[src/rtl/imem_boot_loader_pkg.sv]
// Shared types and sizes for the instruction-memory boot loader.
// Zero latency (constants and a pure function only); no backpressure involved.
package imem_boot_loader_pkg;

    localparam int DATA_WIDTH          = 32;
    localparam int INST_MEM_DEPTH      = 256;
    localparam int INST_MEM_ADDR_WIDTH = $clog2(INST_MEM_DEPTH);

    typedef enum logic [2:0] {
        IDLE,
        HDR,
        DATA,
        WRITE,
        CSUM,
        DONE,
        ERR
    } loader_state_e;

    // Replace one byte lane of a word; lane 0 is bits 7:0 (little-endian).
    function automatic logic [DATA_WIDTH-1:0] insert_byte(
        input logic [DATA_WIDTH-1:0] word,
        input logic [1:0]            lane,
        input logic [7:0]            value
    );
        logic [DATA_WIDTH-1:0] result;
        result = word;
        for (int i = 0; i < 4; i++) begin
            if (lane == 2'(i)) begin
                result[i*8 +: 8] = value;
            end
        end
        return result;
    endfunction

endpackage

[src/rtl/imem_boot_loader_assembler.sv]
// Assembles four little-endian bytes into a 32-bit word.
// word_next is combinational (includes the byte on the bus); word_valid flags the 4th byte.
module byte_word_assembler
    import imem_boot_loader_pkg::*;
(
    input  logic                  clk,
    input  logic                  rst_n,
    input  logic                  clr,
    input  logic                  byte_fire,
    input  logic [7:0]            byte_data,
    output logic [DATA_WIDTH-1:0] word_next,
    output logic                  word_valid
);

    logic [1:0]            lane;
    logic [DATA_WIDTH-1:0] word_q;

    // Upper lanes may hold stale bytes until overwritten; only the 4th-byte view is consumed.
    always_comb begin
        word_next = insert_byte(word_q, lane, byte_data);
    end

    assign word_valid = byte_fire && (lane == 2'd3);

    always_ff @(posedge clk or negedge rst_n) begin
        if (!rst_n) begin
            lane   <= 2'd0;
            word_q <= '0;
        end else if (clr) begin
            lane   <= 2'd0;
            word_q <= '0;
        end else if (byte_fire) begin
            lane   <= lane + 2'd1;
            word_q <= word_next;
        end
    end

endmodule

[src/rtl/imem_boot_loader.sv]
// Boot loader: byte stream -> header count + words -> imem write port; holds core until done.
// Latency: write strobe one cycle after a word's 4th byte; 1 word / 5 cycles max.
// Backpressure: byte_ready low outside HDR/DATA/CSUM. Optional IMEM_LOAD_CHECKSUM_EN adds a checksum trailer.
module imem_boot_loader
    import imem_boot_loader_pkg::*;
#(
    parameter int MAX_WORDS = INST_MEM_DEPTH,
    parameter int CNT_WIDTH = 32
) (
    input  logic                           clk,
    input  logic                           rst_n,
    input  logic                           start_i,
    input  logic                           byte_valid_i,
    input  logic [7:0]                     byte_data_i,
    output logic                           byte_ready_o,
    output logic                           wr_en_o,
    output logic [INST_MEM_ADDR_WIDTH-1:0] wr_addr_o,
    output logic [DATA_WIDTH-1:0]          wr_data_o,
    output logic                           core_hold_o,
    output logic                           busy_o,
    output logic                           done_o,
    output logic                           err_o,
    output logic [INST_MEM_ADDR_WIDTH:0]   words_loaded_o
);

    localparam int                   WCNT_W  = INST_MEM_ADDR_WIDTH + 1;
    localparam logic [CNT_WIDTH-1:0] MAX_CNT = CNT_WIDTH'(MAX_WORDS);

    loader_state_e state, state_next;

    logic [CNT_WIDTH-1:0]           count_q;
    logic [WCNT_W-1:0]              word_cnt;
    logic [WCNT_W-1:0]              word_cnt_inc;
    logic [INST_MEM_ADDR_WIDTH-1:0] wr_addr_q;
    logic [DATA_WIDTH-1:0]          wr_data_q;
    logic [DATA_WIDTH-1:0]          asm_next;
    logic [CNT_WIDTH-1:0]           hdr_cnt;
    logic                           asm_vld;
    logic                           asm_clr;
    logic                           byte_fire;
    logic                           last_word;

`ifdef IMEM_LOAD_CHECKSUM_EN
    logic [DATA_WIDTH-1:0] csum_q;
`endif

    assign byte_fire    = byte_valid_i && byte_ready_o;
    assign hdr_cnt      = asm_next[CNT_WIDTH-1:0];
    assign word_cnt_inc = word_cnt + WCNT_W'(1);
    assign last_word    = (CNT_WIDTH'(word_cnt_inc) == count_q);

    byte_word_assembler u_asm (
        .clk        (clk),
        .rst_n      (rst_n),
        .clr        (asm_clr),
        .byte_fire  (byte_fire),
        .byte_data  (byte_data_i),
        .word_next  (asm_next),
        .word_valid (asm_vld)
    );

    always_ff @(posedge clk or negedge rst_n) begin
        if (!rst_n) begin
            state <= IDLE;
        end else begin
            state <= state_next;
        end
    end

    always_comb begin
        state_next   = state;
        byte_ready_o = 1'b0;
        busy_o       = 1'b0;
        core_hold_o  = 1'b1;
        wr_en_o      = 1'b0;
        done_o       = 1'b0;
        err_o        = 1'b0;
        asm_clr      = 1'b0;
        case (state)
            IDLE: begin
                if (start_i) begin
                    state_next = HDR;
                    asm_clr    = 1'b1;
                end
            end
            HDR: begin
                byte_ready_o = 1'b1;
                busy_o       = 1'b1;
                if (asm_vld) begin
                    if (hdr_cnt == '0) begin
`ifdef IMEM_LOAD_CHECKSUM_EN
                        state_next = CSUM;
`else
                        state_next = DONE;
`endif
                    end else if (hdr_cnt > MAX_CNT) begin
                        state_next = ERR;
                    end else begin
                        state_next = DATA;
                    end
                end
            end
            DATA: begin
                byte_ready_o = 1'b1;
                busy_o       = 1'b1;
                if (asm_vld) begin
                    state_next = WRITE;
                end
            end
            WRITE: begin
                busy_o  = 1'b1;
                wr_en_o = 1'b1;
                if (last_word) begin
`ifdef IMEM_LOAD_CHECKSUM_EN
                    state_next = CSUM;
`else
                    state_next = DONE;
`endif
                end else begin
                    state_next = DATA;
                end
            end
`ifdef IMEM_LOAD_CHECKSUM_EN
            CSUM: begin
                byte_ready_o = 1'b1;
                busy_o       = 1'b1;
                if (asm_vld) begin
                    state_next = (asm_next == csum_q) ? DONE : ERR;
                end
            end
`endif
            DONE: begin
                done_o      = 1'b1;
                core_hold_o = 1'b0;
                if (start_i) begin
                    state_next  = HDR;
                    core_hold_o = 1'b1;
                    asm_clr     = 1'b1;
                end
            end
            ERR: begin
                err_o = 1'b1;
                if (start_i) begin
                    state_next = HDR;
                    asm_clr    = 1'b1;
                end
            end
            default: begin
                state_next = IDLE;
            end
        endcase
    end

    // Address/data are captured with the 4th byte so they are stable throughout WRITE and hold after.
    always_ff @(posedge clk or negedge rst_n) begin
        if (!rst_n) begin
            count_q   <= '0;
            word_cnt  <= '0;
            wr_addr_q <= '0;
            wr_data_q <= '0;
        end else begin
            if (asm_clr) begin
                word_cnt <= '0;
            end
            if (state == HDR && asm_vld) begin
                count_q <= hdr_cnt;
            end
            if (state == DATA && asm_vld) begin
                wr_addr_q <= word_cnt[INST_MEM_ADDR_WIDTH-1:0];
                wr_data_q <= asm_next;
            end
            if (state == WRITE) begin
                word_cnt <= word_cnt_inc;
            end
        end
    end

`ifdef IMEM_LOAD_CHECKSUM_EN
    always_ff @(posedge clk or negedge rst_n) begin
        if (!rst_n) begin
            csum_q <= '0;
        end else if (asm_clr) begin
            csum_q <= '0;
        end else if (state == WRITE) begin
            csum_q <= csum_q + wr_data_q;
        end
    end
`endif

    assign wr_addr_o      = wr_addr_q;
    assign wr_data_o      = wr_data_q;
    assign words_loaded_o = word_cnt;

endmodule

[config.mk]
export PLATFORM = sky130hd
export DESIGN_NAME = imem_boot_loader
export DESIGN_NICKNAME = d
export VERILOG_FILES = /design/src/rtl/imem_boot_loader_pkg.sv /design/src/rtl/imem_boot_loader_assembler.sv /design/src/rtl/imem_boot_loader.sv
export SDC_FILE = /design/constraint.sdc
export NUM_CORES = 1
export LEC_CHECK = 0
export ABC_AREA = 1
export CAP_MARGIN = 5
export CORE_MARGIN = 1.5
export CORE_UTILIZATION = 55
export CTS_CLUSTER_DIAMETER = 40
export DETAILED_ROUTE_END_ITERATION = 10
export GPL_TIMING_DRIVEN = 0
export PLACE_DENSITY_LB_ADDON = 0.15
export SYNTH_ARGS = -nofsm -noshare
export SYNTH_HDL_FRONTEND = slang
export SYNTH_SLANG_ARGS = --single-unit
[constraint.sdc]
create_clock -name clk -period 2.2 [get_ports clk]
set_input_delay 0.44 -clock clk [delete_from_list [all_inputs] [get_ports clk]]
set_output_delay 0.44 -clock clk [all_outputs]
set_load 0.05 [all_outputs]
==> results of run 1 <==
[layer usage]
layer / wire length (um) / vias to the layer above / global-route usage
met4: 472 / 0 / 0.131
met5: 0 / - / 0
met2: 7290 / 213 / 0.459
met1: 6320 / 2489 / 0.405
met3: 794 / 46 / 0.0522
li1: - / 2434 / -
[layout make-up]
| cell class | count | share of cell area |
|---|---|---|
| Clock buffer | 20 | 0.0625 |
| Clock inverter | 12 | 0.0181 |
| Tap cell | 133 | 0.0233 |
| Timing Repair Buffer | 74 | 0.102 |
| Sequential cell | 118 | 0.415 |
| Inverter | 79 | 0.0420 |
| Buffer | 26 | 0.0186 |
| Multi-Input combinational cell | 470 | 0.318 |
[worst max-delay path: cells and delay by family (launching register included)]
kind,cells,cell delay [ps]
DFF,1,430
buffers and inverters,3,350
and+or+nand+nor,3,450
[cell families (layout without fill, tap and decap cells)]
logic type               Yosys count  in the layout
flip-flops                       118            118
AO/OA/AOI/OAI                    153            153
adder cells (fa/ha/maj)            5              5
AND/OR/NAND/NOR                  312            312
buffers and inverters            105            211
[cells in the final DEF, fill, tap and decap left out, types with 2 or more instances in the layout]
master           count
a21oi_1              2
buf_2               16
buf_4               10
buf_6                2
bufinv_16            2
clkbuf_1             6
clkbuf_16           16
clkbuf_2             2
clkbuf_8             3
clkdlybuf4s15_2      2
clkdlybuf4s50_1     51
clkinv_2             3
clkinvlp_4           6
dfrtp_1            115
dfrtp_2              3
dlygate4sd2_1        7
ha_4                 4
inv_1               75
inv_2                3
nand2_1            201
nand2_2              3
nand3_1             49
nand3b_1             2
nor2_1              45
nor2_2               4
nor2_4               4
o21ai_0             38
o21ai_1             78
o21ai_2             13
o22ai_1             20
[state kept, by name, summed over array words and instances, names as in the netlist]
name and count:
count_q 32, u_asm.word_q 32, wr_data_o 32, words_loaded_o 9
wr_addr_o 8, state 3, u_asm.lane 2
[what timing repair did]
action | CTS | global route
hold buffers | 1 | 0
pin swaps | 0 | 2
endpoints found under the hold margin | 36 | 0
gates resized for setup | 34 | 49
endpoints found under the setup margin | 16 | 10
buffers inserted | 0 | 6
[power by group through the flow]
| stage | clock [uW] | combinational [uW] | sequential (uW) |
|---|---|---|---|
| 2_1_floorplan | 0 | 2130 | 3210 |
| 3_3_place_gp | 0 | 3410 | 2910 |
| 3_5_place_dp | 0 | 3490 | 2930 |
| 4_1_cts | 2680 | 3540 | 2900 |
| 5_1_grt | 2770 | 4220 | 3010 |
| 6_report | 2670 | 3830 | 2970 |
[synth_stat cells (all sizes together)]
master,number,area share
nand3,49,0.044
nand2,205,0.14
inv,79,0.054
o21ai,130,0.12
and2,1,0.0011
nor3,1,0.00091
nand3b,2,0.0027
o22ai,20,0.023
nand4,1,0.0011
a21oi,2,0.0018
o21bai,1,0.0014
nor2,53,0.038
clkbuf,5,0.0034
ha,5,0.011
dfrtp,118,0.54
buf,21,0.020
[final timing paths]
check,endpoint,slack [ps],depth (start not counted)
max,byte_ready_o,8,6
min,wr_addr_o[6],390,2
max reg2reg,state[2],100,13
min reg2reg,wr_data_o[10],490,2
max in group asynchronous,u_asm.lane[0],1080,3
min in group clk,wr_data_o[10],490,2
[per-stage QoR]
step                 util  hold WS (ps)  instances
CTS                 0.715           402        926
global route        0.733           434        932
detailed placement  0.655           363        893
finish              0.733           389        932
global placement    0.652           471        892
floorplan               -           144        693
==> qor.yml, run 1 <==
wl_per_cell_um: 16.0
layout.area.seq_um2: 2960
finalCriticalPeriod_ps: 2190
syn_inst: 693
syn_avg_cell_area_um2: 7.96
yosysSeqAreaShare: 0.536
numPortBuffers: 66
setup_ws_ps: 8.47
gp_congestion: 0.922
die_x_um: 103
grt_pass1_vias: 4813
die_h_um: 103
core_um2: 9730
drc: 0
cp-startpoint: "state[2]"
drtAntennaViolNets: 0
critPathMaxFanout: 5
maxCapViolCount: 0
fin_crit_sh: 0.996
syn2layout_area_growth_pct: 29.3
p_leak_uw: 0.00332
critPathLaunchType: "flip-flop"
path_clk_slew_ps: 60
outcome: "complete, no violations"
synth_top_family_by_area: "simple AND/OR/NAND/NOR gates"
dpl_cell_area_um2: 6370
switching_share: 0.420
max_slew.worst_pin.slew_ps: 531
timing.slew.headroom: 0.646
min_path_type: "primary input to asynchronous set/reset pin"
drtIter0Drc: 363
syn_area_um2: 5510
dieArea_um2: 10600
h-tree-depth: 4
place_ws_ps: -239
p_comb_frac: 0.404
fmax_mhz: 456
synth-simple-area-share: 0.231
endpoint_kind: "output port"
syn_nets: 710
final_layout_size_suffix_gt1_frac: 0.129
cp_common_cell: "inv_2"
p_total_uw: 9470
fillers: 745
synth_compound_area_frac: 0.145
overflow: 0
tns_ps: 0
track_usage: 0.294
ys_types: 25
switchingPower_uw: 3980
wl_um: 14900
yosys-mux-area-fraction: 0
regToRegStartpoint: "u_asm.lane[0]"
yosys_warnings: 0
final_area_um2: 7130
cts-root-buf: "clkbuf_8"
p_seq_frac: 0.313
setup_viol: 0
rsz0062_at_grt: "yes"
power.share.clock: 0.282
n_antenna_cell: 0
ys_ff_latch: 118
synth_xor_area_frac: 0
peakVddDrop_mv: 0.762
crit_arrival_ps: 1750
cts_num_sinks: 118
p_int_uw: 5490
firstDrtPassIters: 6
fin_skew_ps: 5.87
path_cells: "inv_2, nand2_1, nor2_4, inv_2, nand2_2, buf_6"
multi_input_area_um2: 2270
critical_path_required_ps: 1760
slowest_delay_ps: 430
initial_utilization: 0.567
hold_viol: 0
crit_type: "flip-flop to output port"
vias_per_cell: 5.56
powerDensity_nw_per_um2: 1330
dp_hpwl_um: 10100
nets: 803
clk_latency_ps: 520
cp_slowest_cell: "dfrtp_1"
num_vias: 5182
drv_slew: 0
floorplan.io_pins: 67
grt_max_degree: 83
numCtsBuffers: 17
grt_pass1_wl_um: 23700
synthAdderAreaFrac: 0.0113
rows: 36
cts_tree: "yes"
cts_buffer_depth: 2
antenna_found_initial: 0
Note: power is estimated with default switching activity, not from simulation.
==> run 2, diff against run 1 <==
--- a/config.mk
+++ b/config.mk
@@ -12,4 +12,5 @@
 export CTS_CLUSTER_DIAMETER = 40
 export DETAILED_ROUTE_END_ITERATION = 10
+export DONT_BUFFER_PORTS = 1
 export GPL_TIMING_DRIVEN = 0
 export PLACE_DENSITY_LB_ADDON = 0.15
==> constraint.sdc (replaced) <==
create_clock -name clk -period 2.2 [get_ports clk]
set_input_delay 0.55 -clock clk [delete_from_list [all_inputs] [get_ports clk]]
set_output_delay 0.55 -clock clk [all_outputs]
set_load 0.05 [all_outputs]
==> run 2 against run 1 <==
The flow now finishes with violations (negative hold slack, negative setup slack). Worst setup slack worse by 26 ps. Global-route usage down 0.60 points. Clock skew up 2.6 ps. Critical path depth down 1. Hold slack worse by 680 ps. Clock power up 14%. Combinational power down 13%. Via count down 5.6%.
==> qor.yml, run 2 (same netlist as run 1, synthesis figures left out) <==
numCtsBuffers: 17  # unchanged
rows: 36  # unchanged
timing.slew.headroom: 0.618  # -0.0277
fin_crit_sh: 1.01  # +0.0118
switchingPower_uw: 3930  # -1.2%
slowest_delay_ps: 440  # about the same
wl_per_cell_um: 16.7  # +4.8%
floorplan.io_pins: 67  # unchanged
fmax_mhz: 451  # -1.2%
cp_common_cell: "inv_2"
track_usage: 0.288  # -0.00597
die_h_um: 103  # unchanged
endpoint: "byte_ready_o"
drc: 0  # unchanged
p_leak_uw: 0.00314  # -5.4%
grt_pass1_wl_um: 22900  # -3.6%
crit_type: "flip-flop to output port"
dieArea_um2: 10600  # unchanged
setup_viol: 2  # +2
final_common_cell: "nand2_1"
die_x_um: 103  # unchanged
drtAntennaViolNets: 0  # unchanged
final_layout_size_suffix_gt1_frac: 0.165  # +0.0357
critical_path_required_ps: 1650  # -110 ps
p_total_uw: 9730  # +2.8%
maxCapViolCount: 0  # unchanged
violations: "negative hold slack, negative setup slack"
switching_share: 0.404  # -0.0165
outcome: "finished, violations left"
reg2reg_depth: 11  # -2
setup_ws_ps: -17.4  # -25.9 ps
crit_arrival_ps: 1670  # -80 ps
cts_tree: "yes"
vias_per_cell: 5.60  # +0.69%
syn2layout_area_growth_pct: 21.5
firstDrtPassIters: 6  # unchanged
cp-startpoint: "state[2]"
cp.buffers_inverters: 2  # -1
cp_num_cells: 5  # -1
final_cell_mix: "nand2_1 (198), dfrtp_1 (108), o21ai_1 (75)"
cts_num_sinks: 118  # unchanged
crit_family: "simple AND/OR/NAND/NOR gates"
gp_congestion: 0.897  # -2.7%
finalCriticalPeriod_ps: 2220  # +25.9 ps
max_slew.worst_pin.slew_ps: 572  # +41.5 ps
wl_um: 14600  # -1.8%
overflow: 0  # unchanged
endpoint_kind: "output port"
nets: 745  # -7.2%
grt_pass1_vias: 4658  # -3.2%
timing.hold.ws_ps: -287  # -676 ps
cp_slowest_cell: "dfrtp_2"
numPortBuffers: 0  # -100%
antenna_found_initial: 0  # unchanged
p_comb_frac: 0.343  # -0.061
regToRegStartpoint: "state[2]"
drv_slew: 0  # unchanged
initial_utilization: 0.567  # unchanged
fin_skew_ps: 8.50  # +2.63 ps
final_util: 0.689  # -0.0439
tns_ps: -23.4  # -23.4 ps
num_vias: 4893  # -5.6%
min_path_type: "primary input to asynchronous set/reset pin"
dp_hpwl_um: 9860  # -2.2%
drtIter0Drc: 358  # -1.4%
peakVddDrop_mv: 0.729  # -4.4%
critPathLaunchType: "flip-flop"
n_antenna_cell: 0  # unchanged
path_cells: "inv_2, nand2_1, nor2_4, inv_2, nand2_8"
clk_latency_ps: 530  # about the same
p_int_uw: 5800  # +5.8%
h-tree-depth: 4  # unchanged
core_um2: 9730  # unchanged
r2r-end: "count_q[22]"
p_seq_frac: 0.345  # +0.032
power.share.clock: 0.312  # +0.030
r2r_setup_slack_ps: 90  # about the same
path_clk_slew_ps: 60  # about the same
critPathMaxFanout: 5  # unchanged
grt_max_degree: 119  # +43%
rsz0062_at_grt: "yes"
hold_viol: 118  # +118
powerDensity_nw_per_um2: 1450  # +9.4%
cts_buffer_depth: 2  # unchanged
cts-root-buf: "clkbuf_8"
-- run 2: how the worst min path moves through the flow --
stage | from | endpoint | slack (ps) | depth (start not counted)
finish | rst_n | words_loaded_o[6] | -290 | 0
global route | rst_n | wr_addr_o[5] | -300 | 0
CTS | rst_n | wr_addr_o[5] | -290 | 0
detailed placement | rst_n | wr_addr_o[5] | 260 | 0
global placement | rst_n | wr_addr_o[3] | 260 | 0
floorplan | rst_n | count_q[0] | 250 | 0
-- run 2: what timing repair did --
item | CTS | global route
resized for setup | 24 | 58
hold endpoints to repair | 118 | 118
setup endpoints to repair | 75 | 88
pin swaps | 0 | 7
gates cloned | 0 | 0
setup buffers | 0 | 14
-- run 2: per-layer routing --
metal / track usage / vias to the layer above / wire length, um / part of all wire
met2: 0.456 / 171 / 7060 / 0.48
li1: - / 2319 / - / -
met4: 0.127 / 0 / 509 / 0.035
met5: 0 / - / 0 / 0
met1: 0.374 / 2360 / 6170 / 0.42
met3: 0.0766 / 43 / 869 / 0.059
-- run 2: metrics by stage --
| stage | setup WS (ps) | hold WS (ps) | cell area [um2] | cells |
|---|---|---|---|---|
| finish | -17.4 | -287 | 6700 | 874 |
| CTS | -100 | -292 | 6410 | 860 |
| global route | -76.6 | -303 | 6700 | 874 |
| detailed placement | -201 | 257 | 5700 | 828 |
| global placement | -446 | 257 | 5680 | 826 |
| floorplan | 84.5 | 254 | 5520 | 693 |
-- run 2: area by class of cell --
type	instances	area, um2
fillers	782	3030
clock inverters	8	168
clock buffers	24	480
plain buffers	26	135
inverters	79	302
flip-flops and latches	118	2970
multi-input cells	470	2350
well taps	133	166
repair buffers	16	128
-- run 2: power groups by stage --
stage | Combinational [uW] | Clock, uW | Sequential [uW]
CTS | 2940 | 3050 | 3280
finish | 3330 | 3040 | 3360
detailed placement | 2820 | 0 | 3300
global placement | 2730 | 0 | 3280
global route | 3730 | 3140 | 3410
floorplan | 2140 | 0 | 3210
